`config.mk`:
```
export PLATFORM = sky130hd
export DESIGN_NAME = ripple_sampler
export DESIGN_NICKNAME = d
export VERILOG_FILES = /design/src/rtl/ripple_pkg.sv /design/src/rtl/ripple_sync_filter.sv /design/src/rtl/ripple_sampler.sv
export SDC_FILE = /design/constraint.sdc
export NUM_CORES = 1
export LEC_CHECK = 0
export CELL_PAD_IN_SITES_DETAIL_PLACEMENT = 1
export CELL_PAD_IN_SITES_GLOBAL_PLACEMENT = 2
export CORE_ASPECT_RATIO = 0.7
export CORE_MARGIN = 1.5
export CORE_UTILIZATION = 30
export DETAILED_ROUTE_END_ITERATION = 6
export GPL_ROUTABILITY_DRIVEN = 0
export PLACE_DENSITY_LB_ADDON = 0.08
export SLEW_MARGIN = 20
export SYNTH_ARGS = -nofsm -noshare
export SYNTH_HDL_FRONTEND = slang
export SYNTH_HIERARCHICAL = 1
export SYNTH_SLANG_ARGS = --single-unit
```
`constraint.sdc`:
```
create_clock -name clk -period 2.6 [get_ports clk]
set_input_delay 0.52 -clock clk [delete_from_list [all_inputs] [get_ports clk]]
set_output_delay 0.52 -clock clk [all_outputs]
set_load 0.05 [all_outputs]
```
`src/rtl/ripple_pkg.sv`:
```
// Shared definitions for the ripple counter and its clk-domain sampler.
// Holds the FSM state type, default widths, and a counter-width helper.
package ripple_pkg;

    localparam int RIPPLE_CNT_W         = 4;
    localparam int RIPPLE_STABLE_CYCLES = 2;

    typedef enum logic {
        PRIME = 1'b0,
        TRACK = 1'b1
    } ripple_state_t;

    // Bits needed to hold a saturating count of 0..cycles
    function automatic int stable_cnt_width(input int cycles);
        return $clog2(cycles + 1);
    endfunction

endpackage

```
`src/rtl/ripple_sync_filter.sv`:
```
// Two-flop synchroniser for the asynchronous ripple value, followed by a
// stability counter that flags the synchronised value as settled.
module ripple_sync_filter
    import ripple_pkg::*;
#(
    parameter int CNT_W         = RIPPLE_CNT_W,
    parameter int STABLE_CYCLES = RIPPLE_STABLE_CYCLES
) (
    input  logic             clk,
    input  logic             reset,
    input  logic             clear,
    input  logic [CNT_W-1:0] ripple_q,
    output logic             settled,
    output logic [CNT_W-1:0] value
);

    localparam int              SC_W   = stable_cnt_width(STABLE_CYCLES);
    localparam logic [SC_W-1:0] SC_MAX = SC_W'(STABLE_CYCLES);

    logic [CNT_W-1:0] s1_reg;
    logic [CNT_W-1:0] s2_reg;
    logic [CNT_W-1:0] bit_changed;
    logic [SC_W-1:0]  stable_cnt_reg;
    logic [SC_W-1:0]  stable_cnt_next;

    // s1 is the value s2 is about to load, so any differing bit means a new value
    genvar gi;
    generate
        for (gi = 0; gi < CNT_W; gi++) begin : g_cmp
            assign bit_changed[gi] = s1_reg[gi] ^ s2_reg[gi];
        end
    endgenerate

    always_comb begin
        stable_cnt_next = stable_cnt_reg;
        if (|bit_changed) begin
            stable_cnt_next = SC_W'(1);
        end else if (stable_cnt_reg != SC_MAX) begin
            stable_cnt_next = stable_cnt_reg + SC_W'(1);
        end
    end

    always_ff @(posedge clk or negedge reset) begin
        if (!reset) begin
            s1_reg         <= '0;
            s2_reg         <= '0;
            stable_cnt_reg <= '0;
        end else begin
            s1_reg         <= ripple_q;
            s2_reg         <= s1_reg;
            stable_cnt_reg <= clear ? '0 : stable_cnt_next;
        end
    end

    assign settled = (stable_cnt_reg == SC_MAX);
    assign value   = s2_reg;

endmodule

```
`src/rtl/ripple_sampler.sv`:
```
// Turns settled ripple counter values into modulo step deltas, accumulates a
// wrapping running total and presents merged deltas over valid/ready.
module ripple_sampler
    import ripple_pkg::*;
#(
    parameter int CNT_W         = RIPPLE_CNT_W,
    parameter int ACC_W         = 16,
    parameter int STABLE_CYCLES = RIPPLE_STABLE_CYCLES
) (
    input  logic             clk,
    input  logic             reset,
    input  logic [CNT_W-1:0] ripple_q,
    input  logic             clear,
    output logic             out_valid,
    input  logic             out_ready,
    output logic [ACC_W-1:0] out_delta,
    output logic [ACC_W-1:0] out_total,
    output logic             overflow
);

    logic             settled;
    logic [CNT_W-1:0] value;

    ripple_state_t    state_reg;
    logic [CNT_W-1:0] last_reg;
    logic             valid_reg;
    logic [ACC_W-1:0] delta_reg;
    logic [ACC_W-1:0] total_reg;
    logic             overflow_reg;

    logic [CNT_W-1:0] step_raw;
    logic [ACC_W-1:0] step_ext;
    logic [ACC_W:0]   total_sum;
    logic [ACC_W:0]   merge_sum;
    logic [ACC_W-1:0] merged_delta;
    logic [ACC_W-1:0] delta_next;
    logic             event_fire;

    ripple_sync_filter #(
        .CNT_W         (CNT_W),
        .STABLE_CYCLES (STABLE_CYCLES)
    ) u_filter (
        .clk      (clk),
        .reset    (reset),
        .clear    (clear),
        .ripple_q (ripple_q),
        .settled  (settled),
        .value    (value)
    );

    // Subtraction wraps at CNT_W bits, which is exactly the forward step count
    assign step_raw     = value - last_reg;
    assign step_ext     = ACC_W'(step_raw);
    assign total_sum    = {1'b0, total_reg} + {1'b0, step_ext};
    assign merge_sum    = {1'b0, delta_reg} + {1'b0, step_ext};
    assign merged_delta = merge_sum[ACC_W] ? '1 : merge_sum[ACC_W-1:0];
    assign event_fire   = (state_reg == TRACK) && settled && (value != last_reg);

    // A held, unaccepted delta absorbs the new step; otherwise the step replaces it
    assign delta_next   = (valid_reg && !out_ready) ? merged_delta : step_ext;

    always_ff @(posedge clk or negedge reset) begin
        if (!reset) begin
            state_reg    <= PRIME;
            last_reg     <= '0;
            valid_reg    <= 1'b0;
            delta_reg    <= '0;
            total_reg    <= '0;
            overflow_reg <= 1'b0;
        end else if (clear) begin
            state_reg    <= PRIME;
            last_reg     <= '0;
            valid_reg    <= 1'b0;
            delta_reg    <= '0;
            total_reg    <= '0;
            overflow_reg <= 1'b0;
        end else begin
            case (state_reg)
                PRIME: begin
                    if (settled) begin
                        last_reg  <= value;
                        state_reg <= TRACK;
                    end
                end
                TRACK: begin
                    if (event_fire) begin
                        last_reg     <= value;
                        total_reg    <= total_sum[ACC_W-1:0];
                        overflow_reg <= overflow_reg | total_sum[ACC_W];
                    end
                end
            endcase

            if (event_fire) begin
                valid_reg <= 1'b1;
                delta_reg <= delta_next;
            end else if (valid_reg && out_ready) begin
                valid_reg <= 1'b0;
                delta_reg <= '0;
            end
        end
    end

    assign out_valid = valid_reg;
    assign out_delta = delta_reg;
    assign out_total = total_reg;
    assign overflow  = overflow_reg;

endmodule

```
* After elaboration in Yosys (flattened, before gate mapping)
Index checks and enable logic that the tools add are counted.
Cells by class: add/sub/neg operators 4, bitwise logic cells 6, multiplexer cells 24, reductions and logical operators 12, equal/unequal tests 5
Operators by type and width (count):
- $mux 16 | 8
- $add 16x4->17 | 2
- $mux 4 | 3
- $mux 1 | 9
- $pmux 4 s2 | 1
- $mux 2 | 3
- $reduce_bool 3->1 | 2
- $logic_and 1x1->1 | 4
- $ne 4x4->1 | 1
- $reduce_and 2->1 | 2
- $reduce_bool 2->1 | 2
- $reduce_or 4->1 | 1
- $sub 4x4->4 | 1
- $xor 1x1->1 | 4
- $ne 3x2->1 const B | 1
- $ne 3x3->1 const B | 1
- $add 2x1->2 const B | 1
- $eq 2x2->1 const B | 1
- $ne 2x2->1 const B | 1
- $logic_not 1->1 | 1
- $not 1->1 | 1
- $or 1x1->1 | 1
Storage, ports and cells: word-level logic and storage cells 60, bits in registers 49, output and inout port bits 34

* Depth between registers and ports, before layout
word-level depth 6, mapped depth 12, mapped depth without buffers 11

* Hierarchy
Netlist, hierarchy kept.
By module, submodules not included:
- ripple_sampler | cells an instance 260, sequential area each 975.9 µm², instances 1, area an instance 2402.3 µm²
- ripple_sync_filter | cells an instance 22, sequential area each 250.2 µm², instances 1, area an instance 340.3 µm²

* Least setup slack after synthesis
Ideal clock, no wire load.
path type reg2reg, start point register u_filter.s2_reg[0], in the netlist u_filter/value[0], end point register delta_reg[6], in the netlist out_delta[6], cell stages (with the launch flop) 13, clock period less this slack 2.844 ns, data arrival time 2.761 ns, setup slack -0.244 ns, data required time 2.517 ns, path through dfrtp_1 -> inv_1 -> ha_1 -> inv_1 -> fa_1 -> inv_1 -> fa_1 -> nand2b_1 -> a21oi_1 -> nand4_1 -> clkbuf_1 -> o31a_1 -> o21ai_0
Between the ends: cells in the longest elaborated chain, start to end 6, elaborated cells between the ends (all ways) 9, those cells by class 2 x add/sub; 1 x eq/ne; 4 x mux; 2 x reduce/logical
RTL lines:
- start: declaration | line ripple_sync_filter.sv:21 | logic [CNT_W-1:0] s2_reg;
- start signal: assignment | line ripple_sync_filter.sv:50 | s2_reg <= s1_reg;
- $sub 4x4->4 | line ripple_sampler.sv:52 | assign step_raw = value - last_reg;
- $add 16x4->17 | line ripple_sampler.sv:55 | assign merge_sum = {1'b0, delta_reg} + {1'b0, step_ext};
- $mux 16 | line ripple_sampler.sv:56 | assign merged_delta = merge_sum[ACC_W] ? '1 : merge_sum[ACC_W-1:0];
- $mux 16 | line ripple_sampler.sv:60 | assign delta_next = (valid_reg && !out_ready) ? merged_delta : step_ext;
- $mux 16 | line ripple_sampler.sv:94 | if (event_fire) begin
- $mux 16 | line ripple_sampler.sv:70 | end else if (clear) begin
- end signal: assignment | line ripple_sampler.sv:96 | delta_reg <= delta_next;
- end: declaration | line ripple_sampler.sv:27 | logic [ACC_W-1:0] delta_reg;
Several ways; a longest one is shown, not always the timed one. A chain may end at the register's enable or synchronous reset.

* Final worst setup path
start point register u_filter.s2_reg[0], in the netlist u_filter/value[0], end point register total_reg[14], in the netlist out_total[14]
Between the ends: cells in the longest elaborated chain, start to end 5, elaborated cells between the ends (all ways) 9, those cells by class 2 x add/sub; 1 x eq/ne; 3 x mux; 3 x reduce/logical
RTL lines:
- $sub 4x4->4 | line ripple_sampler.sv:52
- $add 16x4->17 | line ripple_sampler.sv:54 | assign total_sum = {1'b0, total_reg} + {1'b0, step_ext};
- $mux 16 | line ripple_sampler.sv:86 | if (event_fire) begin
- $mux 16 | line ripple_sampler.sv:78 | case (state_reg)
- $mux 16 | line ripple_sampler.sv:70
- end signal: assignment | line ripple_sampler.sv:88 | total_reg <= total_sum[ACC_W-1:0];
- end: declaration | line ripple_sampler.sv:28 | logic [ACC_W-1:0] total_reg;
Several ways; a longest one is shown, not always the timed one. The select of a mux whose other input is x is not followed.

==> results.sh <==
export IMPL_multi_input_area_mm2=0.00172
export IMPL_clockRootBuffer="clkbuf_16"
export IMPL_holdWs_ns=0.189
export IMPL_async_flop_share_pct=100
export IMPL_dp_cells=471
export IMPL_synth_area_leaders="dfrtp_1 (45%), ha_1 (5.5%), xnor2_1 (5.4%), o21ai_0 (4.2%), nor2_1 (3.8%)"
export IMPL_rsz0062_at_grt="yes"
export IMPL_peakVddDrop_mv=0.248
export IMPL_grt_pass1_vias=2571
export IMPL_drcViolationCount=0
export IMPL_drt_pass1_iterations=4
export IMPL_yosysWarnings=6
export IMPL_crit_slowest_cell="fa_2"
export IMPL_cp_common_cell="inv_2"
export IMPL_grt_overflow=0
export IMPL_tightest_slew_ns=0.640
export IMPL_regArea_mm2=0.00123
export IMPL_setup_viol=22
export IMPL_grt_pass1_wl_um=13900
export IMPL_critical_path_buf_inv_count=3
export IMPL_drtAntennaViolNets=0
export IMPL_final_hold_viol_count=0
export IMPL_cts_buffers=5
export IMPL_n_antenna_cell=0
export IMPL_layout_drive_gt1_share_pct=29.8
export IMPL_ys_dominant_reg_cell="dfrtp_1"
export IMPL_cp_slowest_stage_delay_ns=0.60
export IMPL_netlist_area_mm2=0.00274
export IMPL_r2r_end="out_total[14]"
export IMPL_post_place_ws_ns=-0.236
export IMPL_n_fill_cell=976
export IMPL_die_area_mm2=0.00973
export IMPL_startpoint_type="flop"
export IMPL_nets=394
export IMPL_avgSynthCellArea_um2=9.73
export IMPL_clockBufferDepth=2
export IMPL_postRouteWirelength_um=8970
export IMPL_fin_ws_ns=-0.134
export IMPL_initial_core_util_pct=31.7
export IMPL_grt_max_degree=23
export IMPL_relSlewSlack_pct=57.3
export IMPL_synth_seq_cells=49
export IMPL_status="complete, but fails checks"
export IMPL_ios=42
export IMPL_grt_antenna_before_repair=0
export IMPL_hold_buffers=0
export IMPL_hold_path_class="input pin to async pin"
export IMPL_synthesis_instances=282
export IMPL_min_period_ns=2.73
export IMPL_area_growth_pct=50.3
export IMPL_drt_initial_drc_count=108
export IMPL_powerDensity_mw_per_mm2=417
export IMPL_die_w_um=117
export IMPL_wl_per_cell_um=18.2
export IMPL_placed_area_mm2=0.00356
export IMPL_dr_total_vias=2521
export IMPL_synth_top_area_share_pct=44.7
export IMPL_synth_edff_count=0
export IMPL_setup_tns_ns=-1.24
export IMPL_violations="negative setup slack"
export IMPL_rows=28
export IMPL_drv_slew=0
export IMPL_rrSetupSlack_ns=-0.13
export IMPL_clk_latency_ns=0.30
export IMPL_dieHeight_um=83.0
export IMPL_critical_path_required_ns=2.82
export IMPL_ys_seq_area_share_pct=44.7
export IMPL_grtUsageTotal_pct=18.6
export IMPL_cap_violations=0
export IMPL_end_kind="flop"
export IMPL_fmax_ghz=0.366
export IMPL_leakage_nw=1.68
export IMPL_synth_cell_type_count=47
export IMPL_reg2regPathDepth=11
export IMPL_final_cells=492
export IMPL_clk_pin_slew_ns=0.07
export IMPL_r2r_start="u_filter/value[0]"
export IMPL_dp_hpwl_um=6210
export IMPL_fin_crit_sh_pct=105
export IMPL_final_common_cell="dfrtp_1"
export IMPL_avgViaCountPerCell=5.12
export IMPL_crit_type="flop to flop"
export IMPL_design_core_area_mm2=0.00865
export IMPL_numPortBuffers=41
export IMPL_cts_tree="done"
export IMPL_path_max_fanout=3
export IMPL_h_tree_depth=2
export IMPL_postLayoutCellArea_mm2=0.00412
export IMPL_crit_chain="inv_2 -> ha_4 -> inv_2 -> fa_2 -> inv_2 -> fa_2 -> nor2b_2 -> o21ai_2 -> a21o_1 -> or4_1 -> a21oi_1"
export IMPL_syn_nets=305
export IMPL_crit_arrival_ns=2.96
export IMPL_crit_family="adder cells"
export IMPL_mostFrequentLayoutCells="dfrtp_1 (48), buf_4 (42), clkdlybuf4s50_1 (40), nor2_1 (28)"
export IMPL_synth_top_cell_by_area="dfrtp_1"
export IMPL_clkSinkCount=49
export IMPL_fin_skew_ns=0.00771
## Yosys cell counts (2+ instances only)
cell type   n
a211oi_1    5
a21o_1     10
a21oi_1    20
a22o_1      9
a31oi_1     3
and2_1      2
and3_1      4
and4_1      2
buf_2       2
clkbuf_1    5
dfrtp_1    49
fa_1        3
ha_1       12
inv_1      15
mux2i_1     3
nand2_1    18
nand2b_1    3
nand3_1     7
nand4_1     6
nor2_1     28
nor2b_1     2
nor3_1      4
o21a_1      2
o21ai_0    23
o21ai_1     2
o31a_1      2
o31ai_1     2
or3_1       3
xnor2_1    17
xor2_1      2
## layer usage
layer | track usage, % | vias to the layer above | share of wire [%]
met4 | 4.27 | 0 | 0.89
met5 | 0 | - | 0
met1 | 29.2 | 1282 | 51
met3 | 3.50 | 7 | 3.6
met2 | 26.1 | 42 | 45
li1 | - | 1190 | -
## repair_timing
| item | in CTS | in global routing |
|---|---|---|
| endpoints found under the setup margin | 28 | 29 |
| pin swaps | 13 | 34 |
| gates resized for setup | 20 | 47 |
| gates cloned | 0 | 0 |
| buffers inserted | 5 | 8 |
## cells by family after synthesis
group,after synthesis,share of synthesized area [%]
muxes,3,1.09
AOI/OAI and AO/OA,87,20.5
buffers and inverters,23,3.38
xor gates and xnor gates,20,6.66
adders and majority gates,15,7.66
and+or+nand+nor,85,16.0
DFF,49,44.7
## power breakdown
part	switching, W	internal (W)	total, W
Sequential	0.00000938	0.000770	0.000779
Clock	0.000314	0.000456	0.000770
Combinational	0.0000894	0.0000806	0.000170
## metrics by stage
stage	power (W)	utilization (%)
final	0.00172	47.6
after global routing	0.00178	47.6
after detailed placement	0.000931	41.2
after floorplan	0.000854	-
after global placement	0.000930	41.2
after CTS	0.00172	44.7
## area by class of cell
class | count | area share, %
clock buffers | 5 | 3.03
clock inverters | 3 | 1.12
inverters | 15 | 1.37
multi-input cells | 210 | 41.7
flip-flops and latches | 49 | 29.8
well taps | 120 | 3.64
repair buffers | 90 | 19.4
## worst max-delay path by stage
stage,startpoint,cells after the start,slack (ns),to
finish,u_filter/value[0],11,-0.13,out_total[14]
global route,u_filter/value[0],11,-0.23,out_total[14]
CTS,u_filter/value[0],11,-0.13,out_total[14]
detailed placement,u_filter/value[0],12,-0.24,out_delta[7]
global placement,u_filter/value[0],12,-0.12,out_total[9]
floorplan,u_filter/value[0],11,-0.08,out_total[14]
Power figures use the tool's default switching activity.
